File: config.mk
export PLATFORM = sky130hd
export DESIGN_NAME = dmux4way4_seq
export DESIGN_NICKNAME = d
export VERILOG_FILES = /design/src/rtl/dmux4way4_pkg.sv /design/src/rtl/dmux_ch_reg.sv /design/src/rtl/dmux4way4_seq.sv
export SDC_FILE = /design/constraint.sdc
export NUM_CORES = 1
export LEC_CHECK = 0
export ABC_AREA = 1
export CAP_MARGIN = 20
export CORE_MARGIN = 5
export CORE_UTILIZATION = 34
export CTS_CLUSTER_DIAMETER = 200
export CTS_CLUSTER_SIZE = 14
export DETAILED_ROUTE_END_ITERATION = 10
export GPL_ROUTABILITY_DRIVEN = 1
export HOLD_SLACK_MARGIN = 0.12
export PLACE_DENSITY = 0.59
export SYNTH_ARGS = -nofsm -noshare
export SYNTH_HDL_FRONTEND = slang
export SYNTH_HIERARCHICAL = 1
export SYNTH_SLANG_ARGS = --single-unit
File: constraint.sdc
create_clock -name clk -period 1.7 [get_ports clk]
set_clock_uncertainty 0.15 [all_clocks]
set_input_delay 0.425 -clock clk [delete_from_list [all_inputs] [get_ports clk]]
set_output_delay 0.425 -clock clk [all_outputs]
set_load 0.005 [all_outputs]
File: src/rtl/dmux4way4_pkg.sv
// Shared constants and state type for the registered 4-way demultiplexer.
package dmux4way4_pkg;

  localparam logic [1:0] CH_A = 2'd0;
  localparam logic [1:0] CH_B = 2'd1;
  localparam logic [1:0] CH_C = 2'd2;
  localparam logic [1:0] CH_D = 2'd3;

  localparam logic [3:0] FULL_MASK = 4'b1111;

  typedef enum logic [1:0] {
    S_IDLE,
    S_FILL,
    S_DONE
  } state_t;

endpackage

File: src/rtl/dmux_ch_reg.sv
// One channel holding register with load enable and synchronous reset.
module dmux_ch_reg #(
  parameter int WIDTH = 4
) (
  input  logic             clk,
  input  logic             reset,
  input  logic             load,
  input  logic [WIDTH-1:0] d,
  output logic [WIDTH-1:0] q
);

  // Hold value unless loaded; reset clears.
  always_ff @(posedge clk) begin
    if (reset)     q <= '0;
    else if (load) q <= d;
  end

endmodule

File: src/rtl/dmux4way4_seq.sv
// Registered 4-way demultiplexer: routes a nibble stream into channels a..d,
// tracks frame fill, raises frame_done when all four channels are fresh.
// Optional even-parity checking on the input bus: DMUX4WAY4_PARITY_EN.
module dmux4way4_seq
  import dmux4way4_pkg::*;
#(
  parameter int WIDTH = 4
) (
  input  logic             clk,
  input  logic             reset,
  input  logic [WIDTH-1:0] in_data,
  input  logic             in_valid,
  input  logic [1:0]       sel,
  input  logic             auto_mode,
  input  logic             clear,
  output logic [WIDTH-1:0] a,
  output logic [WIDTH-1:0] b,
  output logic [WIDTH-1:0] c,
  output logic [WIDTH-1:0] d,
  output logic [3:0]       out_valid,
  output logic [1:0]       next_ch,
  output logic             frame_done,
  output logic             overrun
`ifdef DMUX4WAY4_PARITY_EN
  ,
  input  logic             in_par,
  output logic             par_err
`endif
);

  state_t     state, state_n;
  logic [3:0] mask_n;
  logic [1:0] ptr_n;
  logic       ovr_n;
  logic       prev_mode;
  logic       mode_chg;
  logic [3:0] base_mask;
  logic [1:0] base_ptr;
  logic [1:0] tgt;
  logic [3:0] tgt_bit;
  logic [3:0] new_mask;
  logic       accept;
  logic       load;

`ifdef DMUX4WAY4_PARITY_EN
  logic par_bad;
  assign par_bad = ^{in_data, in_par};
  assign accept  = in_valid & ~par_bad;

  // Flag a write dropped for bad parity, visible for one cycle.
  always_ff @(posedge clk) begin
    if (reset) par_err <= 1'b0;
    else       par_err <= in_valid & par_bad;
  end
`else
  assign accept = in_valid;
`endif

  // A mode flip abandons the frame in progress; the same-edge write then
  // sees an empty mask and pointer 0, making it the first write of a new frame.
  always_comb begin
    mode_chg  = (auto_mode != prev_mode);
    base_mask = mode_chg ? 4'b0000 : out_valid;
    base_ptr  = mode_chg ? 2'd0 : next_ch;
    tgt       = auto_mode ? base_ptr : sel;
    tgt_bit   = 4'b0001 << tgt;
    new_mask  = base_mask | tgt_bit;
    load      = accept & ~clear;
  end

  // Next-state, mask, pointer and overrun; clear outranks writes.
  always_comb begin
    state_n = state;
    mask_n  = out_valid;
    ptr_n   = next_ch;
    ovr_n   = overrun;
    if (clear) begin
      state_n = S_IDLE;
      mask_n  = '0;
      ptr_n   = '0;
      ovr_n   = 1'b0;
    end else begin
      if (mode_chg) begin
        state_n = S_IDLE;
        mask_n  = '0;
        ptr_n   = '0;
      end else if (state == S_DONE) begin
        state_n = S_IDLE;
      end
      if (accept) begin
        ovr_n = overrun | (|(base_mask & tgt_bit));
        if (new_mask == FULL_MASK) begin
          state_n = S_DONE;
          mask_n  = '0;
          ptr_n   = '0;
        end else begin
          state_n = S_FILL;
          mask_n  = new_mask;
          ptr_n   = auto_mode ? 2'(base_ptr + 2'd1) : 2'd0;
        end
      end
    end
  end

  // Control state registers.
  always_ff @(posedge clk) begin
    prev_mode <= auto_mode;
    if (reset) begin
      state     <= S_IDLE;
      out_valid <= '0;
      next_ch   <= '0;
      overrun   <= 1'b0;
    end else begin
      state     <= state_n;
      out_valid <= mask_n;
      next_ch   <= ptr_n;
      overrun   <= ovr_n;
    end
  end

  assign frame_done = (state == S_DONE);

  dmux_ch_reg #(.WIDTH(WIDTH)) u_ch_a (
    .clk(clk), .reset(reset), .load(load && tgt == CH_A), .d(in_data), .q(a));
  dmux_ch_reg #(.WIDTH(WIDTH)) u_ch_b (
    .clk(clk), .reset(reset), .load(load && tgt == CH_B), .d(in_data), .q(b));
  dmux_ch_reg #(.WIDTH(WIDTH)) u_ch_c (
    .clk(clk), .reset(reset), .load(load && tgt == CH_C), .d(in_data), .q(c));
  dmux_ch_reg #(.WIDTH(WIDTH)) u_ch_d (
    .clk(clk), .reset(reset), .load(load && tgt == CH_D), .d(in_data), .q(d));

endmodule

==> flow_metrics.env <==
export IMPL_gr_usage_met1_pct=17.5
export IMPL_layout_drive_gt1_share_pct=33.5
export IMPL_hp_class="flip-flop to flip-flop"
export IMPL_grt_start_max_net_pins=15
export IMPL_final_fill_count=387
export IMPL_dr_first_iter_drc_count=52
export IMPL_r2r_cells=11
export IMPL_cts_root_buf="sky130_fd_sc_hd__clkbuf_8"
export IMPL_ys_seq_elements=26
export IMPL_syn_area_per_cell_um2=6.98
export IMPL_r2r_setup_slack_ns=0.18
export IMPL_overflow=0
export IMPL_drc=0
export IMPL_required_time_of_the_critical_path_ns=1.72
export IMPL_most_common_layout_cells="43 x sky130_fd_sc_hd__nand2_1, 35 x sky130_fd_sc_hd__nor2_1, 24 x sky130_fd_sc_hd__inv_1"
export IMPL_worstReg2RegEnd="out_valid[3]$_SDFF_PP0_"
export IMPL_synth_largest_area_cell="sky130_fd_sc_hd__dfxtp_1"
export IMPL_synth_cell_types=18
export IMPL_leading_cell_type_in_the_layout_fill_and_taps_excluded="sky130_fd_sc_hd__nand2_1"
export IMPL_initial_core_utilization_pct=34.4
export IMPL_placedInstanceArea_um2=1820
export IMPL_signal_arrival_time_at_the_worst_endpoint_ns=1.64
export IMPL_setup_violations=0
export IMPL_rr_startpoint="next_ch[0]$_SDFF_PP0_"
export IMPL_peak_vdd_ir_uv=308
export IMPL_top_cells_by_area_in_the_synthesized_netlist="sky130_fd_sc_hd__dfxtp_1 38%, sky130_fd_sc_hd__nand2_1 12%, sky130_fd_sc_hd__nor2_1 11%, sky130_fd_sc_hd__inv_1 6.6%, sky130_fd_sc_hd__nand2_4 5.0%"
export IMPL_dieHeight_um=73.1
export IMPL_antenna_left=0
export IMPL_netlist_area_leader_share_pct=38.4
export IMPL_cts_buffers_inserted=3
export IMPL_numPlacedInstances=290
export IMPL_report_final_hold_viol_count=0
export IMPL_portBuffers=34
export IMPL_setup_worst_path_end_class="flip-flop"
export IMPL_critical_path_max_fanout=8
export IMPL_worst_skew_pair_late_latency_ns=0.27
export IMPL_grt_pass1_wl_mm=5.58
export IMPL_drt_wirelength_per_cell_um=10.5
export IMPL_areaGrowthSynthToFinish_pct=47.1
export IMPL_floorplan_die_width_um=73.1
export IMPL_die_area_um2=5350
export IMPL_synthCells=194
export IMPL_min_period_over_period_pct=95.2
export IMPL_first_global_vias=1311
export IMPL_fmax_mhz=618
export IMPL_timing_final_crit_period_ns=1.62
export IMPL_antenna_cells_inserted=0
export IMPL_syn_nets=205
export IMPL_detail_route_vias_per_cell=4.24
export IMPL_slew_headroom_pct=87.5
export IMPL_worst_hold_startpoint="overrun$_SDFFE_PP0P_"
export IMPL_timing_worst_slew_pin_value_ns=0.187
export IMPL_num_vias=1264
export IMPL_cpPeakStageDelay_ns=0.48
export IMPL_fp_coreArea_um2=3940
export IMPL_grtUsageTotal_pct=13.2
export IMPL_place_gp_congestion=0.832
export IMPL_crit_type="primary input to flip-flop"
export IMPL_finalWirelength_mm=3.13
export IMPL_hold_path_cell_count=2
export IMPL_ys_seq_area_share_pct=38.4
export IMPL_max_cap_violation_count=0
export IMPL_power_density_nw_per_um2=629
export IMPL_hold_path_endpoint="overrun$_SDFFE_PP0P_"
export IMPL_num_rows=23
export IMPL_slew_viol_final=0
export IMPL_startpoint_type="primary input"
export IMPL_antenna_found_initial=0
export IMPL_yosysWarningCount=6
export IMPL_outcome="finished clean"
export IMPL_crit_top_cell="sky130_fd_sc_hd__nand2_1"
export IMPL_critPathSlowestCell="sky130_fd_sc_hd__clkdlybuf4s50_1"
export IMPL_cp_cell_sequence="clkdlybuf4s50_1 > inv_1 > or2_4 > nor2_1 > buf_4 > nand2_1 > nand2_1 > nor2_2"
export IMPL_cts_clk_slew_worst_paths_ns=0.09
export IMPL_gr_max_usage_layer="met2"
export IMPL_mappedNetlistArea_um2=1360
export IMPL_grt_util_met2_pct=21.1
export IMPL_met3_usage_pct=1.79
export IMPL_floorplan_io_pins=35
export IMPL_final_design_area_no_fill_um2=1990
export IMPL_unrepaired_setup_endpoints_after_global_routing="yes"
export IMPL_cts_path_max_buffers=2
export IMPL_layout_cells_non_filler=298
export IMPL_power_static_leakage_nw=1.25
export IMPL_numClockSinks=26
export IMPL_detailed_place_hpwl_mm=2.29
export IMPL_htreeDepth=1
export IMPL_design_final_nets=260
export IMPL_drt_pre_antenna_iters=4
export IMPL_cts_tree="yes"
-- per-layer routing --
layer | up-vias | share of wire, %
met5 | - | 0
met4 | 0 | 2.1
met3 | 5 | 3.1
met2 | 24 | 45
met1 | 547 | 49
li1 | 688 | -
-- critical path: cells and delay by family --
family	cells	cell delay, ns
and+or+nand+nor	5	0.53
buffers and inverters	3	0.70
-- cells in the mapped netlist --
cell type                  count
sky130_fd_sc_hd__nand2_1      44
sky130_fd_sc_hd__nor2_1       38
sky130_fd_sc_hd__dfxtp_1      26
sky130_fd_sc_hd__inv_1        24
sky130_fd_sc_hd__inv_2         9
sky130_fd_sc_hd__nand2_2       9
sky130_fd_sc_hd__nand3_1       8
sky130_fd_sc_hd__a21oi_1       7
sky130_fd_sc_hd__nand2_4       6
sky130_fd_sc_hd__buf_6         5
sky130_fd_sc_hd__nor2_2        5
sky130_fd_sc_hd__nand4_1       4
sky130_fd_sc_hd__a21oi_2       3
sky130_fd_sc_hd__nand3_2       2
sky130_fd_sc_hd__clkbuf_8      1
sky130_fd_sc_hd__nand3_4       1
sky130_fd_sc_hd__o21a_1        1
sky130_fd_sc_hd__or2_2         1
-- worst max path at each step --
stage	endpoint	slack, ns	start	cells past startpoint
detailed placement	out_valid[0]$_SDFF_PP0_	-0.42	auto_mode	11
global route	next_ch[0]$_SDFF_PP0_	-0.001	sel[0]	11
floorplan	out_valid[0]$_SDFF_PP0_	0.25	auto_mode	11
global placement	out_valid[0]$_SDFF_PP0_	-0.36	auto_mode	10
finish	u_ch_a/q[1]$_SDFFE_PP0P_	0.08	in_valid	8
CTS	d[0]	0.001	u_ch_d/q[0]$_SDFFE_PP0P_	1
-- cell type report --
class / count / area, µm² / share of cell area (%)
Sequential cell: 26 / 541 / 27.1
Clock buffer: 4 / 55.1 / 2.76
Tap cell: 50 / 62.6 / 3.14
Multi-Input combinational cell: 129 / 662 / 33.2
Inverter: 33 / 124 / 6.21
Timing Repair Buffer: 56 / 549 / 27.6
-- per-stage QoR --
stage / hold slack, ns / total power [mW] / util (%) / TNS [ns] / worst slack (ns)
6_report: 0.301 / 1.25 / 50.6 / 0 / 0.0824
5_1_grt: 0.330 / 1.32 / 50.6 / -0.00139 / -0.00139
4_1_cts: 0.310 / 1.27 / 48.9 / 0 / 0.00125
3_5_place_dp: 0.296 / 0.864 / 46.2 / -8.95 / -0.421
3_3_place_gp: 0.294 / 0.863 / 46.2 / -8.06 / -0.360
2_1_floorplan: 0.297 / 0.768 / - / 0 / 0.252
-- repair_timing --
action	CTS	global route
cloned	0	0
setup endpoints to repair	40	35
hold endpoints to repair	0	0
gates resized for setup	23	27
buffers inserted	4	0
hold buffers	0	0
-- flip-flops by register name (all words and copies together), names as in the netlist --
signal	count
out_valid	4
u_ch_a/q	4
u_ch_b/q	4
u_ch_c/q	4
u_ch_d/q	4
next_ch	2
state	2
overrun	1
prev_mode	1
-- power by group --
part           switching (mW)  internal (mW)
Sequential            0.00904          0.628
Combinational           0.111          0.103
Clock                   0.195          0.207
-- logic make-up after synthesis --
group,share of synthesized area (%)
AND/OR/NAND/NOR,42.2
buffers and inverters,14.3
flip-flops,38.4
AO/OA/AOI/OAI,5.08
No activity file was read; power rests on OpenSTA's default activity.
